### src/rtl/spi_main_param_if.sv
// SPI main controller bus interface.
// Groups the request/response handshake and the external SPI pins.
//   master modport : the controller's view (takes requests and miso, drives SCLK/MOSI/CS and results)
//   slave modport  : the user/peripheral view (drives requests and miso, observes everything else)
// Signals:
//   start, tx, mode, clk_div, cs_sel : transfer request and its configuration
//   miso                             : serial data from the peripheral
//   sclk, mosi, cs_n                 : serial clock, serial data out, active-low chip selects
//   rx, busy, done                   : received word, transfer in progress, completion pulse
interface spi_main_param_if #(
    parameter int DATA_W = 128,
    parameter int NUM_CS = 1,
    parameter int CS_W   = 1,
    parameter int DIV_W  = 8
);
    logic              start;
    logic [DATA_W-1:0] tx;
    logic [1:0]        mode;
    logic [DIV_W-1:0]  clk_div;
    logic [CS_W-1:0]   cs_sel;
    logic              miso;
    logic              sclk;
    logic              mosi;
    logic [NUM_CS-1:0] cs_n;
    logic [DATA_W-1:0] rx;
    logic              busy;
    logic              done;

    modport master (
        input  start, tx, mode, clk_div, cs_sel, miso,
        output sclk, mosi, cs_n, rx, busy, done
    );

    modport slave (
        output start, tx, mode, clk_div, cs_sel, miso,
        input  sclk, mosi, cs_n, rx, busy, done
    );
endinterface

### src/rtl/spi_main_param.sv
// Parametrised SPI main controller.
// Shifts a DATA_W-bit word MSB first in any of the four CPOL/CPHA modes, with a
// run-time SCLK half-period of D system clocks (clk_div, 0 treated as 1).
// A transfer is SETUP (D cycles, CS asserted) -> XFER (2*DATA_W SCLK toggles,
// one every D cycles) -> HOLD (D cycles), followed by a one-cycle done pulse in IDLE.
// Ports:
//   clk : system clock, rising edge
//   rst : asynchronous reset, active-high
//   bus : spi_main_param_if.master (request/config in, SPI pins, rx/busy/done out)
module spi_main_param #(
    parameter int DATA_W = 128,
    parameter int NUM_CS = 1,
    parameter int CS_W   = 1,
    parameter int DIV_W  = 8
) (
    input  logic clk,
    input  logic rst,
    spi_main_param_if.master bus
);

    localparam int BIT_W = $clog2(DATA_W) + 1;
    localparam logic [BIT_W-1:0] LAST_EDGE = BIT_W'(2 * DATA_W - 1);

    typedef enum logic [1:0] {IDLE, SETUP, XFER, HOLD} state_t;

    state_t            state;
    state_t            state_next;
    logic [DATA_W-1:0] tx_sh;
    logic [DATA_W-1:0] rx_sh;
    logic [DATA_W-1:0] rx_q;
    logic              cpol_q;
    logic              cpha_q;
    logic [DIV_W-1:0]  div_q;
    logic [DIV_W-1:0]  div_cnt;
    logic [CS_W-1:0]   cs_q;
    logic [BIT_W-1:0]  edge_cnt;
    logic              phase_q;
    logic              mosi_q;
    logic              done_q;

    logic accept;
    logic tick;
    logic last_edge;
    logic leading;

    // The done cycle is IDLE but must not accept, which guarantees a gap on cs_n
    // between back-to-back transfers.
    assign accept    = (state == IDLE) && !done_q && bus.start;
    assign tick      = (div_cnt == div_q - DIV_W'(1));
    assign last_edge = (edge_cnt == LAST_EDGE);
    // Even-numbered toggles move SCLK away from CPOL (leading), odd ones return it.
    assign leading   = ~edge_cnt[0];

    // State register.
    always_ff @(posedge clk or posedge rst) begin
        if (rst) begin
            state <= IDLE;
        end else begin
            state <= state_next;
        end
    end

    // Next-state logic: each phase ends on a divider tick, XFER only on its last toggle.
    always_comb begin
        state_next = state;
        case (state)
            IDLE:    if (accept) state_next = SETUP;
            SETUP:   if (tick) state_next = XFER;
            XFER:    if (tick && last_edge) state_next = HOLD;
            HOLD:    if (tick) state_next = IDLE;
            default: state_next = IDLE;
        endcase
    end

    // Datapath: configuration latch, divider, toggle counter and shift registers.
    // For CPHA=0 the MSB is already on mosi during SETUP, so the transmit shifter
    // is preloaded one bit ahead; for CPHA=1 the first leading edge drives the MSB.
    always_ff @(posedge clk or posedge rst) begin
        if (rst) begin
            tx_sh    <= '0;
            rx_sh    <= '0;
            rx_q     <= '0;
            cpol_q   <= 1'b0;
            cpha_q   <= 1'b0;
            div_q    <= '0;
            div_cnt  <= '0;
            cs_q     <= '0;
            edge_cnt <= '0;
            phase_q  <= 1'b0;
            mosi_q   <= 1'b0;
            done_q   <= 1'b0;
        end else begin
            done_q <= 1'b0;
            case (state)
                IDLE: begin
                    if (accept) begin
                        tx_sh    <= bus.mode[0] ? bus.tx : (bus.tx << 1);
                        mosi_q   <= bus.mode[0] ? 1'b0 : bus.tx[DATA_W-1];
                        cpol_q   <= bus.mode[1];
                        cpha_q   <= bus.mode[0];
                        div_q    <= (bus.clk_div == '0) ? DIV_W'(1) : bus.clk_div;
                        cs_q     <= bus.cs_sel;
                        div_cnt  <= '0;
                        edge_cnt <= '0;
                        phase_q  <= 1'b0;
                    end
                end
                SETUP: begin
                    div_cnt <= tick ? '0 : div_cnt + DIV_W'(1);
                end
                XFER: begin
                    if (tick) begin
                        div_cnt <= '0;
                        phase_q <= ~phase_q;
                        if (!last_edge) begin
                            edge_cnt <= edge_cnt + BIT_W'(1);
                        end
                        if (leading ^ cpha_q) begin
                            rx_sh <= {rx_sh[DATA_W-2:0], bus.miso};
                        end else if (!last_edge) begin
                            mosi_q <= tx_sh[DATA_W-1];
                            tx_sh  <= tx_sh << 1;
                        end
                    end else begin
                        div_cnt <= div_cnt + DIV_W'(1);
                    end
                end
                HOLD: begin
                    if (tick) begin
                        div_cnt <= '0;
                        done_q  <= 1'b1;
                        rx_q    <= rx_sh;
                    end else begin
                        div_cnt <= div_cnt + DIV_W'(1);
                    end
                end
                default: ;
            endcase
        end
    end

    // Outputs: SCLK rests at the latched CPOL outside XFER; an out-of-range
    // cs_sel matches no output, so every chip select stays high.
    always_comb begin
        bus.busy = (state != IDLE);
        bus.sclk = cpol_q ^ phase_q;
        bus.mosi = (state == IDLE) ? 1'b0 : mosi_q;
        bus.cs_n = '1;
        if (state != IDLE) begin
            for (int i = 0; i < NUM_CS; i++) begin
                if (int'(cs_q) == i) begin
                    bus.cs_n[i] = 1'b0;
                end
            end
        end
    end

    assign bus.rx   = rx_q;
    assign bus.done = done_q;

endmodule

### src/flat_wrapper.sv
// flat-port wrapper written by rule: the top's interface ports become plain ports
module spi_main_param_flat 
#(
    parameter int DATA_W = 128,
    parameter int NUM_CS = 1,
    parameter int CS_W   = 1,
    parameter int DIV_W  = 8
)
  (clk, rst, bus_start, bus_tx, bus_mode, bus_clk_div, bus_cs_sel, bus_miso, bus_sclk, bus_mosi, bus_cs_n, bus_rx, bus_busy, bus_done);
  spi_main_param_if #(.DATA_W(DATA_W), .NUM_CS(NUM_CS), .CS_W(CS_W), .DIV_W(DIV_W)) bus_i ();
  input  logic clk;
  input  logic rst;
  input wire logic [$bits(bus_i.start)-1:0] bus_start;
  input wire logic [$bits(bus_i.tx)-1:0] bus_tx;
  input wire logic [$bits(bus_i.mode)-1:0] bus_mode;
  input wire logic [$bits(bus_i.clk_div)-1:0] bus_clk_div;
  input wire logic [$bits(bus_i.cs_sel)-1:0] bus_cs_sel;
  input wire logic [$bits(bus_i.miso)-1:0] bus_miso;
  output wire logic [$bits(bus_i.sclk)-1:0] bus_sclk;
  output wire logic [$bits(bus_i.mosi)-1:0] bus_mosi;
  output wire logic [$bits(bus_i.cs_n)-1:0] bus_cs_n;
  output wire logic [$bits(bus_i.rx)-1:0] bus_rx;
  output wire logic [$bits(bus_i.busy)-1:0] bus_busy;
  output wire logic [$bits(bus_i.done)-1:0] bus_done;
  assign bus_i.start = bus_start;
  assign bus_i.tx = bus_tx;
  assign bus_i.mode = bus_mode;
  assign bus_i.clk_div = bus_clk_div;
  assign bus_i.cs_sel = bus_cs_sel;
  assign bus_i.miso = bus_miso;
  assign bus_sclk = bus_i.sclk;
  assign bus_mosi = bus_i.mosi;
  assign bus_cs_n = bus_i.cs_n;
  assign bus_rx = bus_i.rx;
  assign bus_busy = bus_i.busy;
  assign bus_done = bus_i.done;
  spi_main_param #(.DATA_W(DATA_W), .NUM_CS(NUM_CS), .CS_W(CS_W), .DIV_W(DIV_W)) u_core (.clk(clk), .rst(rst), .bus(bus_i));
endmodule
### config.mk
export PLATFORM = sky130hd
export DESIGN_NAME = spi_main_param_flat
export DESIGN_NICKNAME = d
export VERILOG_FILES = /design/src/rtl/spi_main_param_if.sv /design/src/rtl/spi_main_param.sv /design/src/flat_wrapper.sv
export SDC_FILE = /design/constraint.sdc
export NUM_CORES = 1
export LEC_CHECK = 0
export ABC_AREA = 1
export CAP_MARGIN = 25
export CORE_MARGIN = 2
export CORE_UTILIZATION = 30
export CTS_BUF_LIST = sky130_fd_sc_hd__clkbuf_2 sky130_fd_sc_hd__clkbuf_4 sky130_fd_sc_hd__clkbuf_8
export CTS_CLUSTER_DIAMETER = 200
export DETAILED_ROUTE_END_ITERATION = 7
export PLACE_DENSITY = 0.49
export SKIP_CTS_REPAIR_TIMING = 1
export SLEW_MARGIN = 20
export SYNTH_ARGS = -nofsm -noshare
export SYNTH_HDL_FRONTEND = slang
export SYNTH_SLANG_ARGS = --single-unit
### constraint.sdc
create_clock -name clk -period 23.2 [get_ports clk]
set_input_delay 6.96 -clock clk [delete_from_list [all_inputs] [get_ports clk]]
set_output_delay 6.96 -clock clk [all_outputs]
set_load 0.005 [all_outputs]
* Word level (Yosys, flattened, before mapping)
Cells that the tools add are included.
** Word-level totals
- Register bits :: 416
- Word-level logic and storage cells :: 80
- Input port bits :: 143
- Output and inout bits :: 133
** Operators by class
- Mux-type cells :: 32
- Bitwise logic cells :: 4
- Equal/unequal tests :: 12
- Add/sub/neg operators :: 3
- Reduce and logical (&&, ||, !) cells :: 16
** Operators by type and width (number)
- $mux 128 :: 5
- $pmux 128 s2 :: 1
- $mux 8 :: 5
- $pmux 8 s2 :: 2
- $add 8x1->8 const B :: 2
- $mux 1 :: 12
- $ne 2x1->1 const B :: 5
- $eq 8x8->1 :: 1
- $eq 8x8->1 const B :: 1
- $logic_not 8->1 :: 1
- $mux 2 :: 4
- $pmux 2 s4 :: 1
- $reduce_and 4->1 :: 2
- $sub 8x1->8 const B :: 1
- $reduce_and 3->1 :: 2
- $reduce_and 5->1 :: 1
- $eq 2x2->1 const B :: 2
- $ne 2x2->1 const B :: 2
- $pmux 1 s2 :: 2
- $reduce_and 2->1 :: 2
- $reduce_bool 2->1 :: 2
- $logic_and 1x1->1 :: 3
- $reduce_or 3->1 :: 1
- $eq 2x1->1 const B :: 1
- other kinds (4) :: 6

* Logic depth before layout (Yosys ltp)
Gate-level depths: netlist of the first run.
- Depth after elaboration :: 5
- Mapped depth :: 17
- Mapped depth without buffers :: 15

* Least setup slack after synthesis of the first run
No wires, ideal clock.
- Kind :: input -> register
- Start point :: input port bus_mode[0]
- End point :: register u_core.tx_sh[20]
- Path buffers :: 2
- Data required time :: 23083 ps
- Data arrival time :: 8166 ps
- Setup slack :: 14917 ps
- Setup time :: 117 ps
- Stages on the path :: 7
- Path through :: inv_1 > nor2_1 > clkbuf_1 > clkbuf_1 > a221oi_1 > nand4_1 > nand2_1
** On the way
- Word-level cells in the longest chain between the ends :: 3
** RTL lines
- start: declaration :: RTL line flat_wrapper.sv:15 : input wire logic [$bits(bus_i.mode)-1:0] bus_mode;
- $mux 128 :: RTL line spi_main_param.sv:97 : tx_sh <= bus.mode[0] ? bus.tx : (bus.tx << 1);
- $mux 128 :: RTL line spi_main_param.sv:96 : if (accept) begin
- $pmux 128 s2 :: RTL line spi_main_param.sv:94 : case (state)
- end signal: assignment :: RTL line spi_main_param.sv:97
- end signal: assignment :: RTL line spi_main_param.sv:122 : tx_sh <= tx_sh << 1;
- end: declaration :: RTL line spi_main_param.sv:28 : logic [DATA_W-1:0] tx_sh;
No other way between the ends. The select of a mux whose other input is x is not followed.
A chain may end at the register's enable or synchronous reset.

* Worst setup path in the final report of the first run
- Start point :: input port bus_start
- End point :: register u_core.edge_cnt[4]
** On the way
- Word-level cells in the longest chain between the ends :: 3
** RTL lines
- start: declaration :: RTL line flat_wrapper.sv:13 : input wire logic [$bits(bus_i.start)-1:0] bus_start;
- $logic_and 1x1->1 :: RTL line spi_main_param.sv:48 : assign accept = (state == IDLE) && !done_q && bus.start;
- $ne 2x1->1 (no source line)
- $reduce_and 4->1 (no source line)
- end signal: assignment :: RTL line spi_main_param.sv:116 : edge_cnt <= edge_cnt + BIT_W'(1);
- end: declaration :: RTL line spi_main_param.sv:36 : logic [BIT_W-1:0] edge_cnt;
No other way between the ends.

==> summary.txt, run 1 <==
Die
  – Die X: between 200 and 300 µm
  – Die H: 258 µm
  – Die ar.: between 60000 and 70000 µm²
  – Initial Utilization: 30.2%
  – Io pins: 276
  – Cell Rows: 93
  – Core area: 64000 µm²

Synthesis
  – Yosys reg bits: 416
  – Top-count cell post-synth: nand2_1
  – Area leader, netlist: dfrtp_1
  – EDFF count, synth: 0
  – Mapped Nets: approximately 2400
  – Mapped Area: 19300 µm²
  – Top post-synthesis cells by area: dfrtp_1, nand2_1, a221oi_1
  – Synthesized netlist cell count: 2206
  – Register area share after synthesis: a little over half
  – Synthesized area per cell: between 8 and 9 µm²
  – Area share of the largest cell type after synthesis: 53.9%
  – Asr flop ratio synth: 100%
  – Commonest cells post-synth: nand2_1, dfrtp_1, inv_1, nor2_1, nand4_1
  – Netlist cell types: 36
  – Primary FF master, synth: dfrtp_1
  – YS warnings: 0

Global route
  – Largest net degree at the start of global routing: 257
  – Remaining global-route overflow: 0
  – Grt met1 use: 21.4%
  – Grt peak-use layer: met2
  – Initial antenna violation count: 5
  – Vias in the first global route: 15800
  – First-pass GRT wire length: 85200 µm
  – Routing usage on met3: 4.65%
  – Global Route Usage Sum: between 15 and 20%
  – Met2 usage: 23.6%

Route
  – Vias per std cell: 4.79
  – Final wirelength: ~53000 µm
  – DRT Pass-1 Iters: 5
  – DRC: 0
  – Via count: 16000
  – Antenna-violating nets left: 0
  – Routed len/inst: 15.8 µm
  – Number of DRC markers in iteration 0: 1185

Critical path
  – CP peak stage delay: 0.78 ns
  – Worst reg2reg setup slack: 19.18 ns
  – Crit path from: bus_start
  – Slowest CP cell: buf_4
  – Crit Reg-Reg Endpoint: u_core.edge_cnt[4]
  – Reg2Reg Depth: 11
  – Worst r2r src: u_core.state[0]
  – CP Class: in2reg
  – Maximum net fanout on the critical path: 83
  – CP Capture Type: flop
  – Critical Path Sink: u_core.edge_cnt[4]
  – Cell mode on critical path: nand2_1
  – Worst endpoint required time: 23.71 ns
  – CP arrival: 10.40 ns
  – CP Cell Sequence: clkdlybuf4s50_1 -> nand2_1 -> nor2_2 -> nor2_1 -> a21oi_4 -> buf_4 -> buf_4 -> nand2_1 -> nand2_1 -> o21ai_1
  – Startpoint Class: primary input

Timing
  – Worst-margin pin slew: 1.03 ns
  – Final Hold Fails: 0
  – Setup TNS: 0 ns
  – Final setup fails: 0
  – Max-slew violation count: 0
  – Final Worst Setup Slack: 13.31 ns
  – Worst rel slew slack: between 30% and 40%
  – Max Clock Skew: 0.0397 ns
  – Post-route minimum period: 9.89 ns
  – RSZ-0062 raised after global routing: false
  – Period utilization: 42.6%
  – Fmax: 101 MHz

Status
  – Status: finished clean

Power and ir drop
  – Peak VDD IR: 0.0745 mV
  – Leak: 0.0111 µW
  – Pwr dens: 126 nW/µm²

Placement
  – GPL Wtd Cong: 0.787
  – Post-place setup slack: around 13 ns
  – Detailed-placement wirelength estimate: 32200 µm
  – # port buffers: 275

Final layout
  – Layout cells sized above 1: approximately 7.1%
  – # nets final: approximately 2600
  – Layout area overhead: 25.7%
  – Finished Core Util: 37.9%

Clocking
  – CTS Buffer Depth: 3
  – Clock slew at reported path FFs: 0.06 ns
  – Worst skew pair latency: 0.66 ns
  – CTS buffer count: 78
  – Clock sink count: 416
  – TritonCTS clock tree: built
  – H-tree Lvls: 3
  – Clock root buffer master: clkbuf_8

Flow run
  – Max_cap viols: 0

Min path
  – Hold Crit Class: reg2reg
[power breakdown]
group	internal (µW)	switching, µW
registers	968	145
clock network	451	325
logic	516	645
total	1940	1120
[critical path, delay by kind of cell]
kind                   cells  cell delay (ns)
AO/OA/AOI/OAI              2             0.23
AND/OR/NAND/NOR            5             1.42
buffers and inverters      3             1.71
[per-stage QoR]
step / power [µW] / hold slack, ns / instances / instance area, µm²
floorplan: 1850 / 0.434 / 2206 / 19300
global placement: 2260 / 0.452 / 3195 / 22400
detailed placement: 2290 / 0.459 / 3198 / 22500
CTS: 3090 / 0.472 / 3334 / 24200
global route: 3290 / 0.486 / 3337 / 24300
finish: 3050 / 0.469 / 3337 / 24300
[cell type report]
class | count | area, µm²
clock buffer | 118 | 1510
sequential | 416 | 10400
tap | 855 | 1070
fill | 6571 | 39700
clock inverter | 18 | 198
multi-input combinational | 1348 | 6980
timing repair buffer | 295 | 3020
inverter | 286 | 1080
antenna | 1 | 2.50
[logic make-up (layout without fill, tap and decap cells)]
family	Yosys count	count (layout)	share of synthesized area, %
flip-flops	416	416	53.9
XOR/XNOR	15	15	0.752
AND/OR/NAND/NOR	917	917	19.9
adder cells (fa/ha/maj)	7	7	0.454
AO/OA/AOI/OAI	409	409	14.8
buffers and inverters	442	717	10.2
other	0	1	0
[worst min path at each step]
stage                startpoint  slack (ns)               end  depth (start not counted)
2_1_floorplan       u_core.cs_q        0.43       u_core.cs_q                          2
3_3_place_gp        u_core.cs_q        0.45       u_core.cs_q                          2
3_5_place_dp   u_core.tx_sh[48]        0.46  u_core.tx_sh[48]                          2
4_1_cts        u_core.tx_sh[95]        0.47  u_core.tx_sh[95]                          2
5_1_grt        u_core.tx_sh[48]        0.49  u_core.tx_sh[48]                          2
6_report       u_core.tx_sh[11]        0.47  u_core.tx_sh[11]                          2
[placed cells by master (no fill, tap or decap), drive strengths merged]
master         count
nor3b              1
nor3               6
o21a             127
a21oi              2
nand4            132
clkbuf           118
nand2            600
bufinv             3
o22ai              6
clkdlybuf4s50    275
nor2             155
xnor2              4
dfrtp            416
buf               20
ha                 7
clkinvlp           1
o21ai            145
a22o               1
nand3             16
diode              1
xnor3              1
a211oi             2
inv              287
clkinv            13
nand3b             1
a221oi           125
xor2              10
or2                6
a311oi             1
[registers in the layout, indices dropped and copies added, names as in the netlist]
signal           count
u_core.mosi_q        1
u_core.cpol_q        1
u_core.bus.rx      128
u_core.bus.done      1
u_core.rx_sh       128
u_core.edge_cnt      8
u_core.cs_q          1
u_core.state         2
u_core.div_q         8
u_core.div_cnt       8
u_core.phase_q       1
u_core.cpha_q        1
u_core.tx_sh       128
[metal layers]
metal,wire (µm),vias up
li1,-,7685
met1,23900,7749
met2,23700,437
met3,3750,101
met4,1470,8
met5,55,-
Note: power is estimated with default switching activity, not from simulation.
==> run 2, diff against run 1 <==
==> constraint.sdc (replaced) <==
create_clock -name clk -period 10 [get_ports clk]
set_input_delay 3 -clock clk [delete_from_list [all_inputs] [get_ports clk]]
set_output_delay 3 -clock clk [all_outputs]
set_load 0.005 [all_outputs]
==> summary.txt, run 2 (same netlist as run 1, synthesis figures left out) <==
Critical path
  – Worst r2r src: u_core.state[0] (unchanged)
  – Reg2Reg Depth: 10 (was 11)
  – CP Capture Type: flop (unchanged)
  – CP Class: in2reg (unchanged)
  – Startpoint Class: primary input (unchanged)
  – CP arrival: 6.24 ns (was 10.40 ns)
  – Worst endpoint required time: 10.51 ns (was 23.71 ns)
  – Crit Reg-Reg Endpoint: u_core.tx_sh[20] (was u_core.edge_cnt[4])
  – Maximum net fanout on the critical path: 92 (was 83)
  – Worst reg2reg setup slack: 6.01 ns (was 19.18 ns)

Route
  – DRC: 0 (unchanged)
  – Vias per std cell: 4.77 (was 4.79)
  – Antenna-violating nets left: 0 (unchanged)
  – Via count: 15900 (was 16000)
  – Routed len/inst: 15.8 µm (about the same)
  – DRT Pass-1 Iters: 5 (unchanged)
  – Final wirelength: 52800 µm (about the same)
  – Number of DRC markers in iteration 0: 1155 (was 1185)

Min path
  – Hold Crit Class: reg2reg (unchanged)
  – Hold_sp: u_core.tx_sh[96] (was u_core.tx_sh[11])
  – Min-Delay Path Depth: 2 (unchanged)
  – WHS Endpoint: u_core.tx_sh[96] (was u_core.tx_sh[11])

Placement
  – Placed insts: 3194 (was 3198)
  – # port buffers: 275 (unchanged)
  – GPL Wtd Cong: 0.782 (was 0.787)
  – Post-place setup slack: 3.65 ns (was 12.64 ns)
  – Detailed-placement wirelength estimate: 31600 µm (was 32200 µm)

Final layout
  – Layout cells sized above 1: 6.90% (was 7.05%)
  – Post-route insts no fill: 3334 (was 3337)
  – # nets final: 2571 (was 2575)
  – Commonest non-fill, non-tap cell in the layout: nand2_1 (unchanged)
  – Layout area overhead: 25.1% (was 25.7%)
  – Commonest cells after routing, fill and taps aside: nand2_1, dfrtp_1, inv_1, clkdlybuf4s50_1, nor2_1 (unchanged)

Power and ir drop
  – Leak: 0.0110 µW (was 0.0111 µW)
  – Peak VDD IR: 0.178 mV (was 0.0745 mV)
  – Pwr dens: 291 nW/µm² (was 126 nW/µm²)

Clocking
  – CTS buffer count: 78 (unchanged)
  – H-tree Lvls: 3 (unchanged)
  – TritonCTS clock tree: built (unchanged)
  – Clock root buffer master: clkbuf_8 (unchanged)
  – Worst skew pair latency: 0.66 ns (about the same)
  – Clock sink count: 416 (unchanged)
  – Clock slew at reported path FFs: 0.05 ns (was 0.06 ns)
  – CTS Buffer Depth: 3 (unchanged)

Global route
  – Largest net degree at the start of global routing: 257 (unchanged)
  – First-pass GRT wire length: 86200 µm (was 85200 µm)
  – Grt met1 use: 21.1% (was 21.4%)
  – Met2 usage: 23.1% (was 23.6%)
  – Vias in the first global route: 15800 (about the same)
  – Initial antenna violation count: 5 (unchanged)
  – Global Route Usage Sum: 15.8% (was 15.7%)
  – Routing usage on met3: 5.64% (was 4.65%)
  – Grt peak-use layer: met2 (unchanged)
  – Remaining global-route overflow: 0 (unchanged)

Timing
  – Worst-margin pin slew: 1.07 ns (was 1.03 ns)
  – Final Worst Setup Slack: 4.27 ns (was 13.31 ns)
  – RSZ-0062 raised after global routing: false (unchanged)
  – Final Hold Fails: 0 (unchanged)
  – Fmax: 175 MHz
  – Period utilization: 57.3%
  – Worst rel slew slack: 28.5% (was 31.3%)
  – Max-slew violation count: 0 (unchanged)
  – Final setup fails: 0 (unchanged)
  – Max Clock Skew: 0.0218 ns (was 0.0397 ns)
  – Setup TNS: 0 ns (unchanged)
  – Post-route minimum period: 5.73 ns

Die
  – Core area: 64000 µm² (unchanged)
  – Initial Utilization: 30.2% (unchanged)
  – Die ar.: 66400 µm² (unchanged)
  – Die H: 258 µm (unchanged)
  – Cell Rows: 93 (unchanged)
  – Io pins: 276 (unchanged)
  – Die X: 258 µm (unchanged)

Status
  – Status: finished clean (unchanged)

Flow run
  – Max_cap viols: 0 (unchanged)
run 2: cell count changes in the layout (fill, tap and decap cells not counted):
cell        change
diode_2         +1
buf_16          -1
inv_6           -1
clkbuf_8        -8
bufinv_16       -1
buf_6           -1
clkbuf_4       +10
clkinv_2        -3
inv_12          +1
buf_4           -2
clkinvlp_4      +2
run 2: how the worst max path moves through the flow:
stage / end / cells after the start / slack, ns / from
3_5_place_dp: u_core.tx_sh[88] / 10 / 3.65 / bus_start
4_1_cts: u_core.tx_sh[20] / 10 / 4.35 / bus_start
6_report: u_core.tx_sh[20] / 10 / 4.27 / bus_start
5_1_grt: u_core.tx_sh[20] / 10 / 4.04 / bus_start
2_1_floorplan: u_core.bus.done / 1 / 1.39 / rst
3_3_place_gp: u_core.tx_sh[8] / 10 / 3.67 / bus_start
run 2: critical path, cell delays in order:
cell and delay [ns]:
clkdlybuf4s50_1 0.45, nand2_1 0.06, nor2_2 0.50, nor2_1 0.22, a21oi_4 0.15, buf_4 0.47, nand3_4 0.47, buf_4 0.61
nand2_1 0.17, nand2_1 0.07
run 2: report_power, final:
part	total (µW)	switching (µW)	internal (µW)
combinational	2690	1510	1190
clock	1770	767	999
sequential	2570	322	2250
total	7030	2600	4430
run 2: final cells by class:
cell class	instances	area (µm²)
well taps	855	1070
multi-input cells	1348	6980
clock inverters	16	179
inverters	286	1080
clock buffers	120	1480
diodes	2	5.00
fillers	6565	39800
flip-flops and latches	416	10400
repair buffers	291	2960
run 2: per-stage QoR:
step / utilization (%) / hold slack, ns / cell area [µm²] / total power, µW
after floorplan: - / 0.434 / 19300 / 4300
after global placement: 35.1 / 0.451 / 22400 / 5230
after detailed placement: 35.1 / 0.459 / 22400 / 5290
after CTS: 37.7 / 0.472 / 24100 / 7130
after global routing: 37.8 / 0.485 / 24200 / 7580
final: 37.8 / 0.468 / 24200 / 7030
run 2: routing by layer:
metal | routed length, µm | vias to the layer above
met1 | 23400 | 7641
met3 | 4660 | 106
met2 | 23100 | 470
met4 | 1650 | 8
li1 | - | 7686
met5 | 50 | -
